$ cat src/rtl/nn_pkg.sv
// Shared FP32 types, field positions and classification helpers for the NN pipeline.
package nn_pkg;

    typedef logic [31:0] fp32_t;

    localparam int FP_EXP_MSB      = 30;
    localparam int FP_EXP_LSB      = 23;
    localparam int FP_MAN_W        = 23;
    localparam int N_CLASS_DEFAULT = 10;

    typedef enum logic [1:0] {
        IDLE,
        RUN,
        DONE
    } argmax_state_t;

    function automatic logic is_nan(input fp32_t v);
        return (&v[FP_EXP_MSB:FP_EXP_LSB]) && (|v[FP_MAN_W-1:0]);
    endfunction

    // Sign is ignored so that +0 and -0 both classify as zero.
    function automatic logic is_zero(input fp32_t v);
        return ~|v[FP_EXP_MSB:0];
    endfunction

endpackage

$ cat src/rtl/argmax_seq_if.sv
// Score stream plus control/result bundle between the dense-layer accumulator and readout.
interface argmax_seq_if #(
    parameter int IDX_W = 5
);
    import nn_pkg::*;

    logic             start;
    logic             score_valid;
    logic             score_ready;
    fp32_t            score;
    logic             busy;
    logic             done;
    logic [IDX_W-1:0] number;
    fp32_t            max_score;

    modport master (
        output start, score_valid, score,
        input  score_ready, busy, done, number, max_score
    );

    modport slave (
        input  start, score_valid, score,
        output score_ready, busy, done, number, max_score
    );

endinterface

$ cat src/rtl/fp32_gt.sv
// Purpose: IEEE-754 single-precision strict greater-than (a > b); NaN operands never compare greater.
// Latency: combinational.
// Backpressure: none.
module fp32_gt
    import nn_pkg::*;
(
    input  fp32_t a,
    input  fp32_t b,
    output logic  gt
);

    always_comb begin
        gt = 1'b0;
        if (is_nan(a) || is_nan(b)) begin
            gt = 1'b0;
        end else if (is_zero(a) && is_zero(b)) begin
            gt = 1'b0;
        end else if (a[31] != b[31]) begin
            gt = ~a[31];
        end else if (!a[31]) begin
            gt = a[30:0] > b[30:0];
        end else begin
            // Sign-magnitude: among negatives the smaller magnitude is larger.
            gt = a[30:0] < b[30:0];
        end
    end

endmodule

$ cat src/rtl/argmax_seq.sv
// Purpose: running FP32 argmax over N_CLASS streamed scores, one shared comparator.
// Latency: done pulses and result is final the cycle after the last accepted beat.
// Backpressure: none inside RUN (score_ready high throughout); scores outside RUN are ignored.
module argmax_seq
    import nn_pkg::*;
#(
    parameter int N_CLASS = N_CLASS_DEFAULT,
    parameter int IDX_W   = 5
) (
    input  logic        Clk,
    input  logic        Reset,
    argmax_seq_if.slave bus
);

    localparam logic [IDX_W-1:0] LAST_IDX = IDX_W'(N_CLASS - 1);

    argmax_state_t    state;
    logic [IDX_W-1:0] beat_cnt;
    logic [IDX_W-1:0] number_q;
    fp32_t            max_q;
    logic             have_max;
    logic             done_q;
    logic             busy_q;
    logic             rdy_q;

    logic             accept;
    logic             score_gt;
    logic             score_nan;
    logic             last_beat;

    fp32_gt u_gt (
        .a  (bus.score),
        .b  (max_q),
        .gt (score_gt)
    );

    assign accept    = bus.score_valid && rdy_q;
    assign score_nan = is_nan(bus.score);
    assign last_beat = (beat_cnt == LAST_IDX);

    assign bus.score_ready = rdy_q;
    assign bus.busy        = busy_q;
    assign bus.done        = done_q;
    assign bus.number      = number_q;
    assign bus.max_score   = max_q;

    always_ff @(posedge Clk) begin
        if (Reset) begin
            state    <= IDLE;
            beat_cnt <= '0;
            have_max <= 1'b0;
            number_q <= '0;
            max_q    <= '0;
            done_q   <= 1'b0;
            busy_q   <= 1'b0;
            rdy_q    <= 1'b0;
        end else begin
            done_q <= 1'b0;
            case (state)
                IDLE: begin
                    if (bus.start) begin
                        state    <= RUN;
                        beat_cnt <= '0;
                        have_max <= 1'b0;
                        busy_q   <= 1'b1;
                        rdy_q    <= 1'b1;
                    end
                end
                RUN: begin
                    if (accept) begin
                        // A NaN may seed the slot but keeps have_max low so any real score replaces it.
                        if (!have_max) begin
                            number_q <= beat_cnt;
                            max_q    <= bus.score;
                            have_max <= ~score_nan;
                        end else if (!score_nan && score_gt) begin
                            number_q <= beat_cnt;
                            max_q    <= bus.score;
                        end
                        beat_cnt <= beat_cnt + 1'b1;
                        if (last_beat) begin
                            state  <= DONE;
                            busy_q <= 1'b0;
                            rdy_q  <= 1'b0;
                            done_q <= 1'b1;
                        end
                    end
                end
                DONE: begin
                    if (bus.start) begin
                        state    <= RUN;
                        beat_cnt <= '0;
                        have_max <= 1'b0;
                        busy_q   <= 1'b1;
                        rdy_q    <= 1'b1;
                    end else begin
                        state <= IDLE;
                    end
                end
                default: begin
                    state <= IDLE;
                end
            endcase
        end
    end

endmodule

$ cat src/flat_wrapper.sv
// flat-port wrapper written by rule: the top's interface ports become plain ports
module argmax_seq_flat import nn_pkg::*;
#(
    parameter int N_CLASS = N_CLASS_DEFAULT,
    parameter int IDX_W   = 5
)
  (Clk, Reset, bus_start, bus_score_valid, bus_score, bus_score_ready, bus_busy, bus_done, bus_number, bus_max_score);
  argmax_seq_if #(.IDX_W(IDX_W)) bus_i ();
  input  logic Clk;
  input  logic Reset;
  input wire logic [$bits(bus_i.start)-1:0] bus_start;
  input wire logic [$bits(bus_i.score_valid)-1:0] bus_score_valid;
  input wire logic [$bits(bus_i.score)-1:0] bus_score;
  output wire logic [$bits(bus_i.score_ready)-1:0] bus_score_ready;
  output wire logic [$bits(bus_i.busy)-1:0] bus_busy;
  output wire logic [$bits(bus_i.done)-1:0] bus_done;
  output wire logic [$bits(bus_i.number)-1:0] bus_number;
  output wire logic [$bits(bus_i.max_score)-1:0] bus_max_score;
  assign bus_i.start = bus_start;
  assign bus_i.score_valid = bus_score_valid;
  assign bus_i.score = bus_score;
  assign bus_score_ready = bus_i.score_ready;
  assign bus_busy = bus_i.busy;
  assign bus_done = bus_i.done;
  assign bus_number = bus_i.number;
  assign bus_max_score = bus_i.max_score;
  argmax_seq #(.N_CLASS(N_CLASS), .IDX_W(IDX_W)) u_core (.Clk(Clk), .Reset(Reset), .bus(bus_i));
endmodule
$ cat config.mk
export PLATFORM = sky130hd
export DESIGN_NAME = argmax_seq_flat
export DESIGN_NICKNAME = d
export VERILOG_FILES = /design/src/rtl/nn_pkg.sv /design/src/rtl/argmax_seq_if.sv /design/src/rtl/fp32_gt.sv /design/src/rtl/argmax_seq.sv /design/src/flat_wrapper.sv
export SDC_FILE = /design/constraint.sdc
export NUM_CORES = 1
export LEC_CHECK = 0
export ABC_AREA = 1
export CAP_MARGIN = 20
export CORE_ASPECT_RATIO = 1.5
export CORE_UTILIZATION = 34
export CTS_BUF_LIST = sky130_fd_sc_hd__clkbuf_4 sky130_fd_sc_hd__clkbuf_8
export DETAILED_ROUTE_END_ITERATION = 10
export PLACE_DENSITY = 0.58
export SETUP_SLACK_MARGIN = 0.3
export SYNTH_ARGS = -nofsm -noshare
export SYNTH_HDL_FRONTEND = slang
export SYNTH_SLANG_ARGS = --single-unit
$ cat constraint.sdc
create_clock -name Clk -period 4.3 [get_ports Clk]
set_input_delay 0.43 -clock Clk [delete_from_list [all_inputs] [get_ports Clk]]
set_output_delay 0.43 -clock Clk [all_outputs]
set_load 0.05 [all_outputs]
# ---- After elaboration in Yosys (flattened, before gate mapping)
# Cells that the tools add are included.
dict set report op_classes {
  n_addsub 1
  order_cmp 2
  eq_ne 9
  mux 25
  bitwise_logic 4
  reduce_logical 23
}
# cell count
set ops {}
lappend ops {{$mux 32} 2}
lappend ops {{$reduce_or 31->1} 2}
lappend ops {{$reduce_or 23->1} 2}
lappend ops {{$gt 31x31->1} 1}
lappend ops {{$lt 31x31->1} 1}
lappend ops {{$mux 5} 4}
lappend ops {{$reduce_and 8->1} 2}
lappend ops {{$mux 1} 12}
lappend ops {{$pmux 5 s2} 1}
lappend ops {{$reduce_and 3->1} 3}
lappend ops {{$mux 2} 3}
lappend ops {{$ne 2x1->1 const B} 3}
lappend ops {{$pmux 2 s3} 1}
lappend ops {{$add 5x1->5 const B} 1}
lappend ops {{$eq 5x4->1 const B} 1}
lappend ops {{$logic_and 1x1->1} 5}
lappend ops {{$ne 2x2->1 const B} 2}
lappend ops {{$not 1->1} 4}
lappend ops {{$pmux 1 s2} 2}
lappend ops {{$reduce_and 4->1} 1}
lappend ops {{$logic_not 1->1} 3}
lappend ops {{$reduce_or 3->1} 1}
lappend ops {{$eq 2x1->1 const B} 1}
lappend ops {{$eq 2x2->1 const B} 1}
lappend ops {{other kinds (5)} 5}
dict set report word_totals {
  reg_bits 47
  input_bits 36
}

# ---- Depth between registers and ports, before layout
dict set report logic_depth {
  depth_word 8
  mapped_depth 20
  mapped_depth_nobuf 18
}

# ---- Modules after synthesis
# Synthesis repeated with hierarchy kept, for this count alone.
dict set report hier_totals {
  hier_cells 550
  area_unflattened_um2 3415.8
}
# module instances cells_each area_per_inst_um2
set modules_own_cells {}
lappend modules_own_cells {argmax_seq 1 321 2182.1}
lappend modules_own_cells {fp32_gt 1 229 1233.7}

# ---- Worst setup path after synthesis
# Ideal clock, no wire load.
dict set report synth_path {
  path_kind {register -> register}
  start {register u_core.max_q[22] (netlist: u_core.bus.max_score[22])}
  end {register u_core.max_q[12] (netlist: u_core.bus.max_score[12])}
  arrival_time_ns 2.255
  required_time_ns 4.183
  slack_ns 1.929
  stages_incl_launch_ff 16
  path_buffers 2
  period_less_slack_ns 2.371
  cell_sequence {dfxtp_1 > inv_1 > ha_1 > a21o_1 > nor2_1 > nand2_1 > a21oi_1 > nand2_1 > a21oi_1 > nand2_1 > nand2_2 > buf_6 > buf_6 > nand3_1 > nand2_1 > nor2_1}
}
dict set report synth_via {
  elab_chain_len 8
}
# item line
set synth_rtl {}
lappend synth_rtl {{start: declaration} argmax_seq.sv:20} ;# fp32_t max_q;
lappend synth_rtl {{start signal: assignment} argmax_seq.sv:74} ;# max_q <= bus.score;
lappend synth_rtl {{start signal: assignment} argmax_seq.sv:78} ;# max_q <= bus.score;
lappend synth_rtl {{$gt 31x31->1 (tied with other cells)} fp32_gt.sv:21} ;# gt = a[30:0] > b[30:0];
lappend synth_rtl {{$mux 1 or $logic_not 1->1 (tied branches)} {fp32_gt.sv:20, nn_pkg.sv:23}}
lappend synth_rtl {{$mux 1 or $logic_and 1x1->1 (tied branches)} {fp32_gt.sv:18, fp32_gt.sv:16}}
lappend synth_rtl {{$mux 1} fp32_gt.sv:16} ;# end else if (is_zero(a) && is_zero(b)) begin
lappend synth_rtl {{$mux 1 (*)} fp32_gt.sv:14} ;# if (is_nan(a) || is_nan(b)) begin
lappend synth_rtl {{$logic_and 1x1->1 (*)} argmax_seq.sv:76} ;# end else if (!score_nan && score_gt) begin
lappend synth_rtl {{$ne 2x2->1 (no source line) (*)} -}
lappend synth_rtl {{$reduce_and 3->1 (no source line) (*)} -}
# Every way passes the cells marked *; elsewhere a longest branch is shown, timed or not.
# A chain may end at the register's enable or synchronous reset.

# ---- Worst setup path after layout
dict set report layout_path {
  start {input bus_score[13]}
  end {register u_core.max_q[28] (netlist: u_core.bus.max_score[28])}
}
dict set report layout_via {
  elab_chain_len 8
}
# item line
set layout_rtl {}
lappend layout_rtl {{start: declaration} flat_wrapper.sv:13} ;# input wire logic [$bits(bus_i.score)-1:0] bus_score;
lappend layout_rtl {{$gt 31x31->1 (tied with other cells)} fp32_gt.sv:21}
lappend layout_rtl {{$mux 1 or $logic_not 1->1 (tied branches)} {fp32_gt.sv:20, nn_pkg.sv:23}}
lappend layout_rtl {{$mux 1 or $logic_and 1x1->1 (tied branches)} {fp32_gt.sv:18, fp32_gt.sv:16}}
lappend layout_rtl {{$mux 1} fp32_gt.sv:16}
lappend layout_rtl {{$mux 1} fp32_gt.sv:14}
lappend layout_rtl {{$logic_and 1x1->1 (*)} argmax_seq.sv:76}
lappend layout_rtl {{$ne 2x2->1 (no source line) (*)} -}
lappend layout_rtl {{$reduce_and 3->1 (no source line) (*)} -}
# Marked as above.

==> flow_metrics.py <==
metrics = {
    "sta": {
        "rsz0062_at_grt": "false",
        "setup_viol": 0,
        "slew_violations": 0,
        "hold_viol_final": 0,
        "relSlewSlack_pct": 45.5,
        "finalCriticalPeriod_ns": 2.84,
        "period_share_pct": 66.1,
        "fin_worst_skew_ns": 0.0112,
        "worst_pin_slew_ns": 0.818,
        "fmax_mhz": 352,
        "tns_ns": 0,
    },
    "run_status": {
        "outcome": "finished clean",
    },
    "die": {
        "dieArea_mm2": 0.0101,
        "initial_core_util_pct": 35.3,
        "num_io_pins": 76,
        "dieWidth_um": 82.2,
        "core-area_mm2": 0.00931,
        "die_h_um": 122,
        "num_rows": 43,
    },
    "synthesis": {
        "synth_warnings": 0,
        "synth_cell_type_count": 24,
        "synth_compound_area_share_pct": 9.99,
        "syn_area_mm2": 0.00328,
        "avgSynthCellArea_um2": 6.45,
        "synth_top_family_by_area": "simple AND/OR/NAND/NOR gates",
        "synthTopCellsByArea": "dfxtp_1 29%, ha_1 13%, nand2_1 12%, inv_1 10%, nand3_1 9.1%",
        "synth.area.mux_share_pct": 0,
        "synth_nets": 578,
        "synth_adder_area_share_pct": 12.6,
        "yosysTopAreaCell": "dfxtp_1",
        "synthXorXnorAreaFrac_pct": 0.267,
        "ys_ff_latch": 47,
        "synth-simple-area-share_pct": 33.7,
        "seq_area_frac_synth_pct": 28.7,
        "yosysTopAreaCellShare_pct": 28.7,
        "synth_cells": 509,
    },
    "critical_path": {
        "crit_path_end": "u_core.bus.max_score[28]$_SDFFE_PP0P_",
        "worstPathRequired_ns": 4.52,
        "cp-startpoint": "bus_score[13]",
        "setup.worst_path.end_class": "flip-flop",
        "reg2reg_depth": 16,
        "worst-r2r-setup-slack_ns": 1.56,
        "critical_path_class": "input pin to flip-flop",
        "r2r-start": "u_core.bus.max_score[22]$_SDFFE_PP0P_",
        "startpoint_type": "input pin",
        "cp_max_fo": 41,
        "rr_endpoint": "u_core.bus.max_score[28]$_SDFFE_PP0P_",
        "arrival_ns": 3.06,
    },
    "cts": {
        "cts_buffers": 5,
        "post_cts_resized": 0,
        "cts_max_path_buffers": 2,
        "tritoncts": "yes",
        "clk_pin_slew_ns": 0.09,
        "cts_root_buffer": "clkbuf_8",
        "insertion_delay_ns": 0.31,
        "htreeDepth": 2,
        "postCtsHoldBufs": 0,
        "postCtsSetupBuffers": 0,
        "clock-sinks": 47,
    },
    "finish": {
        "fillers": 993,
        "antenna_cells": 0,
        "area_delta_synth_final_pct": 26.8,
        "layout-drive-gt1-share_pct": 4.88,
        "fin_util_pct": 44.7,
        "final_nets": 642,
    },
    "drt": {
        "routed_via_density": 4.73,
        "drt-pass1-iter-count": 4,
        "vias": 3245,
        "drt_wl_total_um": 7960,
        "first_iter_violations": 117,
        "avgRoutedWirePerCell_um": 11.6,
        "drc_errors": 0,
        "drtAntennaViolNets": 0,
    },
    "place": {
        "place_congestion": 0.852,
        "numPortBuffers": 75,
        "hpwl_um": 6080,
    },
    "power": {
        "p_leak_nw": 1.85,
        "comb_power_share_pct": 28.7,
        "p_sw_mw": 0.365,
        "sw_frac_of_total_pct": 34.1,
        "finalPower_mw": 1.07,
        "internal_power_mw": 0.705,
        "power_frac_seq_pct": 43.7,
        "ir_drop_mv": 0.175,
        "power_frac_clock_pct": 27.6,
        "powerDensity_mw_per_mm2": 257,
    },
    "global_route": {
        "grt_max_degree": 78,
        "grt_pass1_vias": 2951,
        "antenna_found_initial": 0,
        "track_usage_pct": 16.7,
        "gr-total-overflow": 0,
        "grt_pass1_wl_um": 13000,
    },
    "flow_run": {
        "maxCapViolations": 0,
    },
    "min_path": {
        "min_path_type": "flip-flop to flip-flop",
    },
}
==> kinds of logic (layout without fill, tap and decap cells) <==
family | Yosys count | in the layout
compound gates | 57 | 57
xor+xnor | 1 | 1
fa+ha+maj | 33 | 33
buf+inv | 110 | 175
flops | 47 | 47
simple gates | 261 | 261
==> critical path, cell delays in order <==
cell and delay (ns):
clkdlybuf4s50_1 0.51, ha_1 0.24, nand2_1 0.10, inv_1 0.05, nand2_1 0.05, nand2_1 0.05
a21oi_1 0.16, nand2_1 0.08, nand2_1 0.06, nand2_1 0.06, a21oi_1 0.13, nand2_1 0.07
nand2_2 0.51, buf_12 0.30, nand3_1 0.11, nand2_1 0.09, nor2_1 0.04
==> metrics by stage <==
| stage | cells | hold slack (ns) | setup WS, ns | cell area [µm²] |
|---|---|---|---|---|
| finish | 686 | 0.497 | 1.46 | 4160 |
| global route | 686 | 0.531 | 1.22 | 4160 |
| CTS | 686 | 0.507 | 1.47 | 4160 |
| detailed placement | 678 | 0.482 | 1.12 | 4060 |
| global placement | 678 | 0.473 | 1.15 | 4060 |
| floorplan | 509 | 0.457 | 1.93 | 3280 |
==> power groups by stage <==
stage                     logic (mW)  registers, mW  clock network (mW)
final                          0.307          0.467               0.296
after global routing           0.345          0.470               0.329
after CTS                      0.311          0.468               0.316
after detailed placement       0.309          0.478                   0
after global placement         0.305          0.478                   0
after floorplan                0.166          0.523                   0
==> state kept, by name, indices dropped and copies added (netlist names) <==
name,count
u_core.have_max,1
u_core.bus.done,1
u_core.bus.number,5
u_core.state,2
u_core.beat_cnt,5
u_core.bus.busy,1
u_core.bus.max_score,32
==> area by class of cell <==
class | count | area [µm²] | share of cell area (%)
Timing Repair Buffer | 78 | 786 | 18.9
Sequential cell | 47 | 941 | 22.6
Tap cell | 112 | 140 | 3.37
Multi-Input combinational cell | 352 | 1860 | 44.7
Clock buffer | 6 | 82.6 | 1.98
Inverter | 89 | 334 | 8.03
Clock inverter | 2 | 16.3 | 0.391
==> synthesized netlist by cell type <==
library cell and count:
clkbuf_1 5, nand4_1 7, xor2_1 1, nand3_1 60
nor2_2 4, buf_4 1, nor3b_1 1, a21o_1 2
dfxtp_1 47, buf_12 1, a21oi_1 43, o21ai_0 2
buf_2 6, ha_1 33, nand2_1 108, inv_1 89
nor3_2 1, nor3_1 2, buf_1 2, nor2_1 76
nand4_2 1, buf_6 6, a21oi_2 10, nand2_2 1
==> layout by cell type (no fill, tap or decap), types with 2 or more instances in the layout <==
cell type	synthesis	routed
a21o_1	2	2
a21oi_1	43	43
a21oi_2	10	10
buf_4	1	2
clkbuf_8	0	6
clkdlybuf4s50_1	0	75
dfxtp_1	47	47
ha_1	33	33
inv_1	89	89
nand2_1	108	108
nand3_1	60	60
nand4_1	7	7
nor2_1	76	76
nor2_2	4	4
nor3_1	2	2
o21ai_0	2	2
==> worst min-delay path by stage <==
| stage | start | end | cells after the start |
|---|---|---|---|
| 2_1_floorplan | u_core.have_max$_SDFFE_PP0P_ | u_core.have_max$_SDFFE_PP0P_ | 2 |
| 3_3_place_gp | u_core.bus.number[2]$_SDFFE_PP0P_ | u_core.bus.number[2]$_SDFFE_PP0P_ | 2 |
| 3_5_place_dp | u_core.bus.number[3]$_SDFFE_PP0P_ | u_core.bus.number[3]$_SDFFE_PP0P_ | 2 |
| 4_1_cts | u_core.bus.number[0]$_SDFFE_PP0P_ | u_core.bus.number[0]$_SDFFE_PP0P_ | 2 |
| 5_1_grt | u_core.bus.number[0]$_SDFFE_PP0P_ | u_core.bus.number[0]$_SDFFE_PP0P_ | 2 |
| 6_report | u_core.bus.number[1]$_SDFFE_PP0P_ | u_core.bus.number[1]$_SDFFE_PP0P_ | 2 |
==> routing by layer <==
layer	vias up	share of wire, %	wire length, µm	GRT usage, %
met5	-	0	0	0
met4	0	1.5	116	5.48
met3	6	3.2	257	2.45
met2	60	50	4010	30.0
met1	1452	45	3580	19.6
li1	1727	-	-	-
Note: power is estimated with default switching activity, not from simulation.
